[src/rtl/noc_rx_sink.sv]
// Receive-side sink for one mesh processor port: FWFT byte FIFO with
// almost-full back-pressure toward the mesh and a saturating overflow-drop counter.
module noc_rx_sink #(
  parameter int DEPTH = 8,
  parameter int SLACK = 2
) (
  input  logic                     clock,
  input  logic                     reset,
  input  logic [8:0]               recieve_data,
  output logic                     ready_to_mesh,
  output logic [7:0]               rd_data,
  output logic                     rd_valid,
  input  logic                     rd_ready,
  output logic [$clog2(DEPTH):0]   occupancy,
  output logic [7:0]               drop_count,
  input  logic                     clear_drops
);

  localparam int AW = $clog2(DEPTH);
  localparam logic [AW:0]   FULL_C   = (AW+1)'(DEPTH);
  localparam logic [AW:0]   HIGH_C   = (AW+1)'(DEPTH - SLACK);
  localparam logic [AW:0]   OCC_ONE  = {{AW{1'b0}}, 1'b1};
  localparam logic [AW-1:0] PTR_ONE  = {{(AW-1){1'b0}}, 1'b1};

  logic [7:0]    mem_q [DEPTH];
  logic [AW-1:0] wr_ptr_q, wr_ptr_d;
  logic [AW-1:0] rd_ptr_q, rd_ptr_d;
  logic [AW:0]   occ_q, occ_d;
  logic [7:0]    drop_q, drop_d;
  logic          write_s, drop_s, pop_s, not_empty_s;

  // Event decode and next-state; fullness is judged only on the registered count
  always_comb begin
    not_empty_s = (occ_q != {(AW+1){1'b0}});
    write_s     = recieve_data[8] && (occ_q != FULL_C);
    drop_s      = recieve_data[8] && (occ_q == FULL_C);
    pop_s       = not_empty_s && rd_ready;

    occ_d    = occ_q;
    wr_ptr_d = wr_ptr_q;
    rd_ptr_d = rd_ptr_q;
    drop_d   = drop_q;

    if (write_s && !pop_s) begin
      occ_d = occ_q + OCC_ONE;
    end else if (pop_s && !write_s) begin
      occ_d = occ_q - OCC_ONE;
    end else begin
      occ_d = occ_q;
    end

    if (write_s) begin
      wr_ptr_d = wr_ptr_q + PTR_ONE;
    end else begin
      wr_ptr_d = wr_ptr_q;
    end

    if (pop_s) begin
      rd_ptr_d = rd_ptr_q + PTR_ONE;
    end else begin
      rd_ptr_d = rd_ptr_q;
    end

    // Clear wins over a same-cycle drop
    if (clear_drops) begin
      drop_d = 8'h00;
    end else if (drop_s && (drop_q != 8'hFF)) begin
      drop_d = drop_q + 8'h01;
    end else begin
      drop_d = drop_q;
    end
  end

  // Control state with asynchronous reset
  always_ff @(posedge clock or negedge reset) begin
    if (!reset) begin
      wr_ptr_q <= {AW{1'b0}};
      rd_ptr_q <= {AW{1'b0}};
      occ_q    <= {(AW+1){1'b0}};
      drop_q   <= 8'h00;
    end else begin
      wr_ptr_q <= wr_ptr_d;
      rd_ptr_q <= rd_ptr_d;
      occ_q    <= occ_d;
      drop_q   <= drop_d;
    end
  end

  // Payload storage; contents are don't-care after reset
  always_ff @(posedge clock) begin
    if (write_s) begin
      mem_q[wr_ptr_q] <= recieve_data[7:0];
    end
  end

  assign rd_valid      = not_empty_s;
  assign rd_data       = not_empty_s ? mem_q[rd_ptr_q] : 8'h00;
  assign ready_to_mesh = (occ_q < HIGH_C);
  assign occupancy     = occ_q;
  assign drop_count    = drop_q;

endmodule

[config.mk]
export PLATFORM = sky130hd
export DESIGN_NAME = noc_rx_sink
export DESIGN_NICKNAME = d
export VERILOG_FILES = /design/src/rtl/noc_rx_sink.sv
export SDC_FILE = /design/constraint.sdc
export NUM_CORES = 1
export LEC_CHECK = 0
export BUFFER_PORTS_ARGS = -buffer_cell sky130_fd_sc_hd__buf_4
export CAP_MARGIN = 10
export CORE_ASPECT_RATIO = 1.1
export CORE_MARGIN = 2
export CORE_UTILIZATION = 45
export DETAILED_ROUTE_END_ITERATION = 6
export HOLD_SLACK_MARGIN = 0.02
export PLACE_DENSITY_LB_ADDON = 0.05
export SLEW_MARGIN = 0
export SYNTH_ARGS = -nofsm -noshare
export SYNTH_HDL_FRONTEND = slang
export SYNTH_SLANG_ARGS = --single-unit
[constraint.sdc]
create_clock -name clock -period 6 [get_ports clock]
set_clock_uncertainty 0.15 [all_clocks]
set_input_delay 1.2 -clock clock [delete_from_list [all_inputs] [get_ports clock]]
set_output_delay 1.2 -clock clock [all_outputs]
set_load 0.005 [all_outputs]
### Yosys cells after proc, flatten, opt, wreduce, memory -nomap -nowiden

Memories as Yosys holds them, arrays and structs flattened.
Cells that the tools add are included.
Widths: inputs -> output; s select.

* $add $sub $neg: 5
* equality and inequality tests: 3
* mux-type cells: 7
* reductions and logical operators: 11
* order comparisons: 1

Operators with widths (count)
* $mux 8: 3
* $add 8x1->8 const B: 1
* $mux 4: 2
* $ne 8x8->1 const B: 1
* $add 3x1->3 const B: 2
* $logic_and 1x1->1: 6
* $add 4x1->4 const B: 1
* $eq 4x4->1 const B: 1
* $lt 4x3->1 const B: 1
* $ne 4x4->1 const B: 1
* $reduce_bool 2->1: 2
* $reduce_bool 4->1: 1
* $sub 4x1->4 const B: 1
* $logic_not 1->1: 2
* $mux 1: 2

* bits in writable memories: 64
* register bits after elaboration: 18
* output and inout bits: 22
* memories kept: 1

Memories
* mem_q: depth 8, bits a word 8, read ports 1, clocked after Yosys merged registers in 0, wr ports 1, RTL line 25 `logic [7:0] mem_q [DEPTH];`

### Longest topological paths before layout

Gate-level depths: netlist of the first run.

* word-level depth: 6
* mapped depth: 10

### Worst setup path before layout of the first run

Ideal clock, no wire load.

* path type: input to register
* start point: in recieve_data[8]
* end point: reg occ_q[3], in the netlist occupancy[3]
* arrival: 2.791 ns
* cell stages on the path: 8
* path buffers: 0
* setup time: 0.136 ns
* setup slack: 2.923 ns
* cell sequence: inv_1 -> nor2_1 -> ha_1 -> inv_1 -> ha_1 -> a21o_1 -> a2111oi_0 -> o31ai_1

* word-level cells in the longest chain between the ends: 4
* elaborated cells between the ends (all ways): 6
* classes of those cells: mux (1); reduce/logical (5)

RTL lines
* from (decl): RTL line 9 `input logic [8:0] recieve_data,`
* $logic_and 1x1->1 (*): RTL line 35 `write_s = recieve_data[8] && (occ_q != FULL_C);`
* named net write_s: RTL line 30 `logic write_s, drop_s, pop_s, not_empty_s;`
* $logic_not 1->1: RTL line 46 `end else if (pop_s && !write_s) begin`
* $logic_and 1x1->1: RTL line 46
* $reduce_bool 2->1 (no source line)
* to (signal assigned): RTL line 79 `occ_q <= {(AW+1){1'b0}};`
* to (decl): RTL line 28 `logic [AW:0] occ_q, occ_d;`

The timed path passes the listed nets; every way through them passes the cells marked *.
A chain may end at the register's enable or synchronous reset.

### Final worst setup path of the first run

* start point: reg rd_ptr_q[0]
* end point: out rd_data[7]

* word-level cells in the longest chain between the ends: 2

RTL lines
* from (decl): RTL line 27 `logic [AW-1:0] rd_ptr_q, rd_ptr_d;`
* from (signal assigned): RTL line 78 `rd_ptr_q <= {AW{1'b0}};`
* from (signal assigned): RTL line 83 `rd_ptr_q <= rd_ptr_d;`
* $mem_v2 8x8
* $mux 8: RTL line 97 `assign rd_data = not_empty_s ? mem_q[rd_ptr_q] : 8'h00;`
* to (decl): RTL line 11 `output logic [7:0] rd_data,`

No other way between the ends.

==> run_results.csv, run 1 <==
group,metric,value,unit
outcome,status,"completed",
grt,antenna_found_initial,0,
hold_path,hp-class,"reg -> reg",
worst_setup_path,crit_fanout,18,
detailed_routing,drt-initial-drc-count,116,
power_and_ir_drop,peakVddDrop,253,uV
floorplan,die_area,8480,um2
power_and_ir_drop,leakagePower,1.48,nW
grt,gr-total-overflow,0,
synthesis,syn_avg_cell_area,16.9,um2
floorplan,fp.dieW,88.0,um
worst_setup_path,critPathArrivalTime,2.34,ns
sta,final.period_utilization,61.5,%
cts,cts_resized,0,
placed_design,place_hpwl,4350,um
placed_design,post-place-ws,2.42,ns
worst_setup_path,crit_start,"rd_ptr_q[0]$_DFFE_PN0P_",
synthesis,syn_nets,227,
grt,grt_pass1_vias,2018,
sta,slew_headroom,27.8,%
sta,hold_viol,0,
sta,rsz0062_at_grt,"no",
layout,design_area,4070,um2
cts,post_cts_buffers,0,
placed_design,placed_area,3870,um2
grt,grt_usage,16.7,%
cts,cts_hold_buffers,0,
cts,cts_tree,"built",
layout,drive_above_1_share,28.7,%
placed_design,dpl.cell_count,341,
floorplan,coreArea,7470,um2
cts,clkTransAtPathRegs,0.07,ns
detailed_routing,drc_errors,0,
sta,setup_violations,0,
sta,timing.final.ws_setup,2.31,ns
floorplan,ios,35,
grt,grt_pass1_wl,10100,um
placed_design,portBuffers,34,
worst_setup_path,crit_required,4.65,ns
cts,cts_buffers,9,
synthesis,synth_seq_cells,82,
placed_design,place_congestion,0.792,
sta,tns,0,ns
layout,final_cells,356,
sta,fin_crit,3.69,ns
detailed_routing,routedWlPerCell,18.1,um
synthesis,synth_cells,207,
synthesis,synth-seq-area-share,67.9,%
layout,final_net_count,267,
cts,worstSkewPairLatency,0.33,ns
power_and_ir_drop,total_power,1.82,mW
detailed_routing,totalWireLength,6440,um
worst_setup_path,reg2reg_from,"occupancy[1]$_DFFE_PN0P_",
sta,tightest_slew,1.08,ns
sta,fmax,271,MHz
power_and_ir_drop,cellPowerDensity,447,nW/um2
detailed_routing,first_pass_iters,4,
hold_path,hold_start,"wr_ptr_q[0]$_DFFE_PN0P_",
cts,cts.sinks,82,
grt,grt_max_degree,19,
detailed_routing,vias_per_cell,5.35,
floorplan,placementRows,33,
layout,num_antenna_cells,0,
synthesis,synth_area,3490,um2
synthesis,ys_types,38,
sta,hold_slack,0.381,ns
synthesis,yosysWarnings,0,
sta,slew_violations,0,
worst_setup_path,path_class,"reg -> out",
layout,finish.utilization,54.4,%
floorplan,fp.dieH,96.4,um
detailed_routing,ant_nets,0,
cts,cts_htree_levels,3,
cts,clk_path_buf_depth,2,
worst_setup_path,worst_setup_path_start_kind,"register",
job,drv_cap,0,
floorplan,floorplan.initialDensity,46.7,%
worst_setup_path,end_kind,"primary output",
cts,clockRootBuffer,"clkbuf_8",
layout,area_growth,16.4,%
detailed_routing,vias,1903,
==> synthesized netlist by cell type (all sizes together) <==
library cell	n	area share [%]
edfxtp	64	55
nor2	20	2.1
dfrtp	18	13
mux4	16	10
mux2i	10	2.9
nand2	8	0.86
xnor2	7	1.8
buf	6	0.75
ha	6	2.1
nor3	6	0.86
a21oi	4	0.57
a211oi	3	0.64
and3	3	0.54
inv	3	0.32
mux2	3	0.97
nand3	3	0.43
o21ai	3	0.43
a2111oi	2	1.0
a31oi	2	0.36
clkbuf	2	0.22
nand2b	2	0.36
nand4	2	0.36
or3	2	0.36
xor2	2	0.50
a211o	1	0.25
a21o	1	0.22
a311oi	1	0.25
and4	1	0.29
and4b	1	0.29
fa	1	0.57
nor4	1	0.36
nor4b	1	0.43
o31ai	1	0.22
or4b	1	0.39
==> cell usage in the layout, fill, tap and decap left out, types with 7 or more instances in the layout <==
| cell type | count |
|---|---|
| nor2_1 | 20 |
| dfrtp_1 | 18 |
| nand2_1 | 8 |
| buf_4 | 37 |
| mux4_2 | 16 |
| mux2i_1 | 10 |
| xnor2_1 | 7 |
| clkbuf_8 | 9 |
| edfxtp_1 | 64 |
==> where the power goes <==
group | switching, mW | internal [mW] | leakage (nW) | total [mW]
clock | 0.175 | 0.230 | 0.0985 | 0.404
sequential | 0.140 | 0.718 | 0.811 | 0.858
combinational | 0.226 | 0.329 | 0.568 | 0.556
==> flip-flops by register name, indices dropped and copies added (netlist names) <==
signal / cells
mem_q: 64
drop_count: 8
occupancy: 4
rd_ptr_q: 3
wr_ptr_q: 3
==> critical path: stages (launching register included) <==
cell,delay (ns)
dfrtp_1,1.06
mux4_2,0.61
mux2i_1,0.14
nor2_1,0.06
buf_4,0.13
==> path summary, 6_finish.rpt <==
check                                                end  cells past startpoint  slack [ns]
worst min-delay path             wr_ptr_q[0]$_DFFE_PN0P_                      1        0.38
worst max-delay path                          rd_data[7]                      4        2.31
min in group asynchronous       occupancy[2]$_DFFE_PN0P_                      1        0.58
max in group asynchronous       occupancy[0]$_DFFE_PN0P_                      1        4.92
worst max register to register  occupancy[3]$_DFFE_PN0P_                      8        2.88
worst min register to register   wr_ptr_q[0]$_DFFE_PN0P_                      1        0.38
==> layout make-up <==
| class | count | area, um2 |
|---|---|---|
| clock buffer | 11 | 131 |
| clock inverter | 4 | 67.6 |
| fill | 603 | 3410 |
| inverter | 3 | 11.3 |
| multi-input combinational | 114 | 1070 |
| sequential | 82 | 2370 |
| tap | 105 | 131 |
| timing repair buffer | 37 | 278 |
==> per-layer routing <==
metal  GRT usage [%]  wire, um  vias to the layer above
met3            3.31       211                       11
met2            29.8      3380                       34
met4            7.44       126                        0
li1                -         -                      897
met1            19.5      2710                      961
met5               0         0                        -
==> kinds of logic after synthesis <==
| group | synth area share [%] |
|---|---|
| DFF | 67.9 |
| and+or+nand+nor | 7.67 |
| muxes | 14.2 |
| AOI/OAI and AO/OA | 3.98 |
| buffers and inverters | 1.29 |
| xor gates and xnor gates | 2.26 |
| adders and majority gates | 2.72 |
(Power assumes the default switching activity.)
==> run 2, diff against run 1 <==
ABC_AREA = 1   (was unset)
clock period = 3.25 ns   (was 6 ns; I/O delays follow)
==> run 2 against run 1 <==
Design area is 6.6% higher. Sequential share of layout area is 3.6 points lower. Setup slack worse by 1.8 ns. Synthesized cell count is 75% higher. Largest cell class unchanged.
==> run_results.csv, run 2 <==
group,metric,value,unit
layout,num_antenna_cells,0,
synthesis,synth-seq-area-share,63.5,%
power_and_ir_drop,internal_power,2.41,mW
floorplan,coreArea,8000,um2
worst_setup_path,path_class,"reg -> out",
power_and_ir_drop,cellPowerDensity,860,nW/um2
sta,rsz0062_at_grt,"no",
cts,worstSkewPairLatency,0.35,ns
detailed_routing,vias_per_cell,4.93,
synthesis,synth-edff-count,64,
synthesis,synth_cells,362,
sta,setup_violations,0,
worst_setup_path,cpMostUsedCell,"nor2_1",
worst_setup_path,crit_required,2.45,ns
power_and_ir_drop,leakagePower,1.80,nW
worst_setup_path,cpLargestDelayFamily,"flip-flops",
layout,final_net_count,425,
synthesis,syn_avg_cell_area,10.3,um2
synthesis,yosysWarnings,0,
cts,clk_path_buf_depth,2,
hold_path,hp-class,"reg -> reg",
floorplan,fp.dieW,90.9,um
cts,cts.sinks,82,
cts,clkTransAtPathRegs,0.08,ns
layout,final_cells,517,
worst_setup_path,cpPeakStageDelay,0.59,ns
power_and_ir_drop,pwr-share-comb,36.8,%
detailed_routing,totalWireLength,7850,um
sta,tightest_slew,0.642,ns
floorplan,ios,35,
layout,drive_above_1_share,17.6,%
sta,slew_headroom,57.2,%
sta,hold_viol,0,
sta,tns,0,ns
synthesis,ys_types,32,
worst_setup_path,reg2reg_depth,11,
grt,grt_pass1_wl,12700,um
synthesis,synth_top_cell_by_area,"edfxtp_1",
layout,finish.utilization,54.2,%
worst_setup_path,worst_setup_path_start_kind,"register",
layout,area_growth,16.0,%
detailed_routing,drc_errors,0,
placed_design,place_hpwl,5310,um
cts,post_cts_buffers,0,
synthesis,synth_top_cell_area_share,51.5,%
worst_setup_path,end_kind,"primary output",
layout,layout_commonest_cell,"nor2_1",
sta,fmax,360,MHz
synthesis,async_reset_ff_share,22.0,%
cts,clockRootBuffer,"clkbuf_8",
detailed_routing,ant_nets,0,
power_and_ir_drop,peakVddDrop,441,uV
placed_design,dpl.cell_count,501,
detailed_routing,routedWlPerCell,15.2,um
power_and_ir_drop,total_power,3.73,mW
hold_path,min_path_cells,1,
power_and_ir_drop,pwr-share-seq,40.0,%
power_and_ir_drop,switching_share,35.3,%
worst_setup_path,slowest_stage,"dfrtp_1",
synthesis,dominantRegCellSynth,"edfxtp_1",
synthesis,netlist_top_cells_area,"edfxtp_1 (51%), dfrtp_1 (12%), nor2_1 (10%), nand2_1 (5.6%), nand3_1 (3.6%)",
worst_setup_path,crit_chain,"buf_4 > nor2_1 > nor2_1 > o21ai_1 > nand3_1 > nand2_1 > nor2_1 > buf_4",
synthesis,synth_seq_cells,82,
detailed_routing,first_pass_iters,4,
grt,antenna_found_initial,0,
worst_setup_path,crit_fanout,22,
grt,gr-total-overflow,0,
layout,final_cell_mix,"nor2_1 (101), edfxtp_1 (64), nand2_1 (56)",
cts,cts_tree,"built",
synthesis,synth_commonest_cells,"nor2_1 (101), edfxtp_1 (64), nand2_1 (56)",
placed_design,portBuffers,34,
floorplan,fp.dieH,99.6,um
job,drv_cap,0,
synthesis,synth_area,3730,um2
grt,grt_max_degree,34,
layout,largest_reg_flops,64,
power_and_ir_drop,p_sw,1.31,mW
floorplan,placementRows,34,
power_and_ir_drop,p_clk_share,23.3,%
detailed_routing,vias,2547,
outcome,status,"completed",
sta,fin_crit,2.78,ns
floorplan,die_area,9050,um2
placed_design,place_congestion,0.787,
worst_setup_path,crit_cells,8,
floorplan,floorplan.initialDensity,46.7,%
layout,fill_cells,769,
grt,grt_usage,18.6,%
grt,grt_pass1_vias,2499,
cts,cts_htree_levels,3,
placed_design,post-place-ws,0.630,ns
synthesis,post-synth-top-count-cell,"nor2_1",
layout,top_register,"mem_q",
cts,cts_buffers,9,
worst_setup_path,cp_num_buf_inv,2,
worst_setup_path,critPathArrivalTime,1.98,ns
sta,final.period_utilization,85.5,%
sta,slew_violations,0,
detailed_routing,drt-initial-drc-count,108,
synthesis,syn_nets,382,
sta,timing.final.ws_setup,0.470,ns
## run 2: changes by cell type after synthesis, moves of 5 or more
| cell | delta |
|---|---|
| inv_1 | +12 |
| nand2_1 | +48 |
| nor2_1 | +81 |
| nor3_1 | -5 |
| mux2i_1 | -10 |
| nand3_1 | +24 |
| o21ai_0 | +13 |
| mux4_2 | -16 |
| o21ai_1 | +18 |
| buf_6 | +6 |
## run 2: what timing repair did
action                                 in CTS  in global routing
resized for setup                           0                  0
endpoints found under the hold margin      14                  0
hold buffers                                1                  0
## run 2: final timing paths
kind	from	endpoint	slack, ns
worst max-delay path	rd_ptr_q[0]$_DFFE_PN0P_	rd_data[3]	0.47
worst min-delay path	wr_ptr_q[2]$_DFFE_PN0P_	wr_ptr_q[2]$_DFFE_PN0P_	0.37
worst max register to register	occupancy[1]$_DFFE_PN0P_	occupancy[3]$_DFFE_PN0P_	0.66
worst min register to register	wr_ptr_q[2]$_DFFE_PN0P_	wr_ptr_q[2]$_DFFE_PN0P_	0.37
max in group asynchronous	reset	drop_count[7]$_DFFE_PN0P_	2.20
min in group asynchronous	reset	drop_count[3]$_DFFE_PN0P_	0.54
## run 2: stage by stage
stage / area, um2 / hold WS [ns]
after floorplan: 3730 / 0.204
after global placement: 4090 / 0.360
after detailed placement: 4090 / 0.362
after CTS: 4330 / 0.370
after global routing: 4330 / 0.370
final: 4330 / 0.366
## run 2: final cells by class
class	count	area, um2	area share (%)
flip-flops and latches	82	2370	54.7
multi-input cells	249	1170	27.0
repair buffers	46	348	8.03
well taps	108	135	3.12
clock buffers	9	124	2.86
clock inverters	6	115	2.66
inverters	17	68.8	1.59
## run 2: logic make-up after synthesis
| kind of cell | after synthesis | share of synthesized area [%] |
|---|---|---|
| AO/OA/AOI/OAI | 39 | 5.29 |
| XOR/XNOR | 7 | 1.64 |
| adder cells (fa/ha/maj) | 7 | 2.55 |
| buffers and inverters | 31 | 5.13 |
| flip-flops | 82 | 63.5 |
| AND/OR/NAND/NOR | 196 | 21.9 |
## run 2: routing by layer
| layer | track usage, % | vias up | part of all wire [%] |
|---|---|---|---|
| met4 | 6.64 | 0 | 2.0 |
| met1 | 24.3 | 1201 | 46 |
| met2 | 30.9 | 43 | 49 |
| li1 | - | 1291 | - |
| met5 | 0 | - | 0 |
| met3 | 4.02 | 12 | 2.9 |
## run 2: worst reg2reg max path, cell delays in order (launching register included)
cell and delay [ns]:
dfrtp_1 0.47, nor2_2 0.19, nand2_1 0.29, nand2_1 0.25, ha_1 0.21, inv_1 0.09, ha_1 0.30, or2_2 0.31
nand3_1 0.09, nand2_1 0.05, nand2_1 0.05, nand2_1 0.05
## run 2: power by group through the flow
stage | Combinational, mW | Sequential (mW) | Clock (mW)
after floorplan | 1.03 | 1.43 | 0
after detailed placement | 1.38 | 1.51 | 0
after CTS | 1.39 | 1.49 | 0.888
final | 1.37 | 1.49 | 0.868
after global placement | 1.38 | 1.51 | 0
after global routing | 1.58 | 1.51 | 0.930
==> run 3, diff against run 2 <==
ABC_AREA = unset   (was 1)
CORE_UTILIZATION = 52   (was 45)
==> run 3 against run 2 <==
Fmax decreased by 6.3%. Combinational power fell by 17%. Via count shrank 23%. Global-route usage grew 1.6 points. Design area fell by 4.7%. Total power down 7.9%. Register-to-register slack worse by 0.38 ns. Setup slack lost 0.19 ns. Hold slack improved by 0.0086 ns. Critical endpoint is now occupancy[3]$_DFFE_PN0P_.
==> run_results.csv, run 3 (synthesis results as in run 1) <==
group,metric,value,unit
cts,cts_htree_levels,3,
cts,worstSkewPairLatency,0.33,ns
sta,tightest_slew,0.822,ns
power_and_ir_drop,cellPowerDensity,831,nW/um2
power_and_ir_drop,p_sw,1.05,mW
power_and_ir_drop,internal_power,2.38,mW
detailed_routing,routedWlPerCell,19.7,um
layout,finish.utilization,63.0,%
layout,final_cell_mix,"edfxtp_1 (64), buf_4 (43), nor2_1 (20)",
worst_setup_path,path_class,"reg -> reg",
worst_setup_path,reg2reg_depth,9,
placed_design,portBuffers,34,
detailed_routing,totalWireLength,6730,um
detailed_routing,drt-initial-drc-count,117,
detailed_routing,vias_per_cell,5.71,
power_and_ir_drop,leakagePower,1.53,nW
detailed_routing,drc_errors,0,
placed_design,dpl.cell_count,325,
sta,fin_crit,2.97,ns
layout,final_cells,342,
worst_setup_path,end_kind,"register",
floorplan,ios,35,
grt,gr-total-overflow,0,
sta,setup_violations,0,
sta,hold_slack,0.374,ns
grt,grt_pass1_vias,2032,
sta,hold_viol,0,
power_and_ir_drop,pwr-share-seq,45.3,%
cts,cts_buffers,9,
floorplan,die_area,7390,um2
sta,slew_violations,0,
hold_path,hp-class,"reg -> reg",
power_and_ir_drop,pwr-share-comb,33.3,%
layout,design_area,4130,um2
cts,clk_path_buf_depth,2,
layout,top_register,"mem_q",
hold_path,min_path_cells,1,
worst_setup_path,crit_required,3.30,ns
cts,cts_tree,"built",
layout,largest_reg_flops,64,
detailed_routing,ant_nets,0,
floorplan,coreArea,6560,um2
floorplan,floorplan.initialDensity,53.3,%
worst_setup_path,crit_start,"occupancy[1]$_DFFE_PN0P_",
layout,fill_cells,470,
hold_path,hold_start,"wr_ptr_q[0]$_DFFE_PN0P_",
sta,tns,0,ns
detailed_routing,vias,1954,
layout,drive_above_1_share,31.9,%
sta,fmax,337,MHz
placed_design,place_hpwl,4680,um
worst_setup_path,crit_fanout,8,
cts,cts.sinks,82,
floorplan,fp.dieW,82.1,um
floorplan,fp.dieH,89.9,um
worst_setup_path,worst_setup_path_start_kind,"register",
layout,layout_commonest_cell,"edfxtp_1",
grt,grt_max_degree,19,
detailed_routing,first_pass_iters,4,
grt,grt_pass1_wl,10600,um
power_and_ir_drop,switching_share,30.6,%
layout,area_growth,18.2,%
layout,num_antenna_cells,0,
worst_setup_path,reg2reg_from,"occupancy[1]$_DFFE_PN0P_",
job,drv_cap,0,
grt,grt_usage,20.2,%
cts,clockRootBuffer,"clkbuf_8",
floorplan,placementRows,31,
sta,rsz0062_at_grt,"no",
cts,clkTransAtPathRegs,0.07,ns
worst_setup_path,critPathArrivalTime,3.02,ns
layout,final_net_count,275,
placed_design,place_congestion,0.757,
power_and_ir_drop,peakVddDrop,538,uV
sta,slew_headroom,45.2,%
grt,antenna_found_initial,0,
placed_design,placed_area,3900,um2
outcome,status,"completed",
sta,final.period_utilization,91.3,%
power_and_ir_drop,p_clk_share,21.3,%
-- run 3: changes by cell type in the layout (fill, tap and decap cells not counted), moves of 3 or more --
cell and delta:
and3_1 +3, mux2i_1 +10, nand2_1 -48, xnor2_1 +3, o21ai_0 -13, nor2_1 -81, a211oi_1 +3, o21ai_1 -18
mux4_2 +16, inv_1 -12, nor3_1 +5, nand3_1 -24
-- run 3: final cells by class --
cell class | instances | area, um2 | share of cell area, %
Inverter | 3 | 11.3 | 0.273
Clock inverter | 4 | 51.3 | 1.24
Clock buffer | 12 | 155 | 3.76
Sequential cell | 82 | 2370 | 57.5
Tap cell | 82 | 103 | 2.48
Timing Repair Buffer | 45 | 353 | 8.55
Multi-Input combinational cell | 114 | 1080 | 26.2
-- run 3: critical path: stages, from the launching register on --
cell	delay, ns
dfrtp_1	0.50
nor4_2	0.42
inv_2	0.09
nand2_1	0.14
ha_1	0.25
inv_1	0.13
ha_1	0.33
a21o_1	0.22
a2111oi_0	0.46
o31ai_1	0.15
-- run 3: power by group through the flow --
stage	registers, mW	clock network [mW]	logic [mW]
finish	1.56	0.732	1.14
global placement	1.56	0	1.11
CTS	1.55	0.753	1.16
global route	1.59	0.793	1.25
floorplan	1.45	0	0.777
detailed placement	1.58	0	1.15
-- run 3: repair_timing --
action                                  4_1_cts  5_1_grt
resized for setup                             0        1
endpoints found under the setup margin        0        1
hold endpoints to repair                     18        0
hold buffers                                  1        0
buffers inserted                              0        0
-- run 3: layer usage --
layer	wire length, um	track usage (%)
met2	3510	32.9
met3	298	4.42
met5	0	0
met4	182	9.58
met1	2740	25.4
-- run 3: worst paths after layout --
check | slack [ns] | endpoint
min in group asynchronous | 0.57 | rd_ptr_q[2]$_DFFE_PN0P_
max | 0.28 | occupancy[3]$_DFFE_PN0P_
min | 0.37 | wr_ptr_q[0]$_DFFE_PN0P_
max reg2reg | 0.28 | occupancy[3]$_DFFE_PN0P_
max in group asynchronous | 2.17 | drop_count[4]$_DFFE_PN0P_
min reg2reg | 0.37 | wr_ptr_q[0]$_DFFE_PN0P_
-- run 3: per-stage QoR --
step / total power, mW / worst slack [ns]
2_1_floorplan: 2.22 / 0.394
3_3_place_gp: 2.66 / 0.463
3_5_place_dp: 2.73 / 0.300
4_1_cts: 3.46 / 0.277
5_1_grt: 3.63 / 0.0595
6_report: 3.43 / 0.282
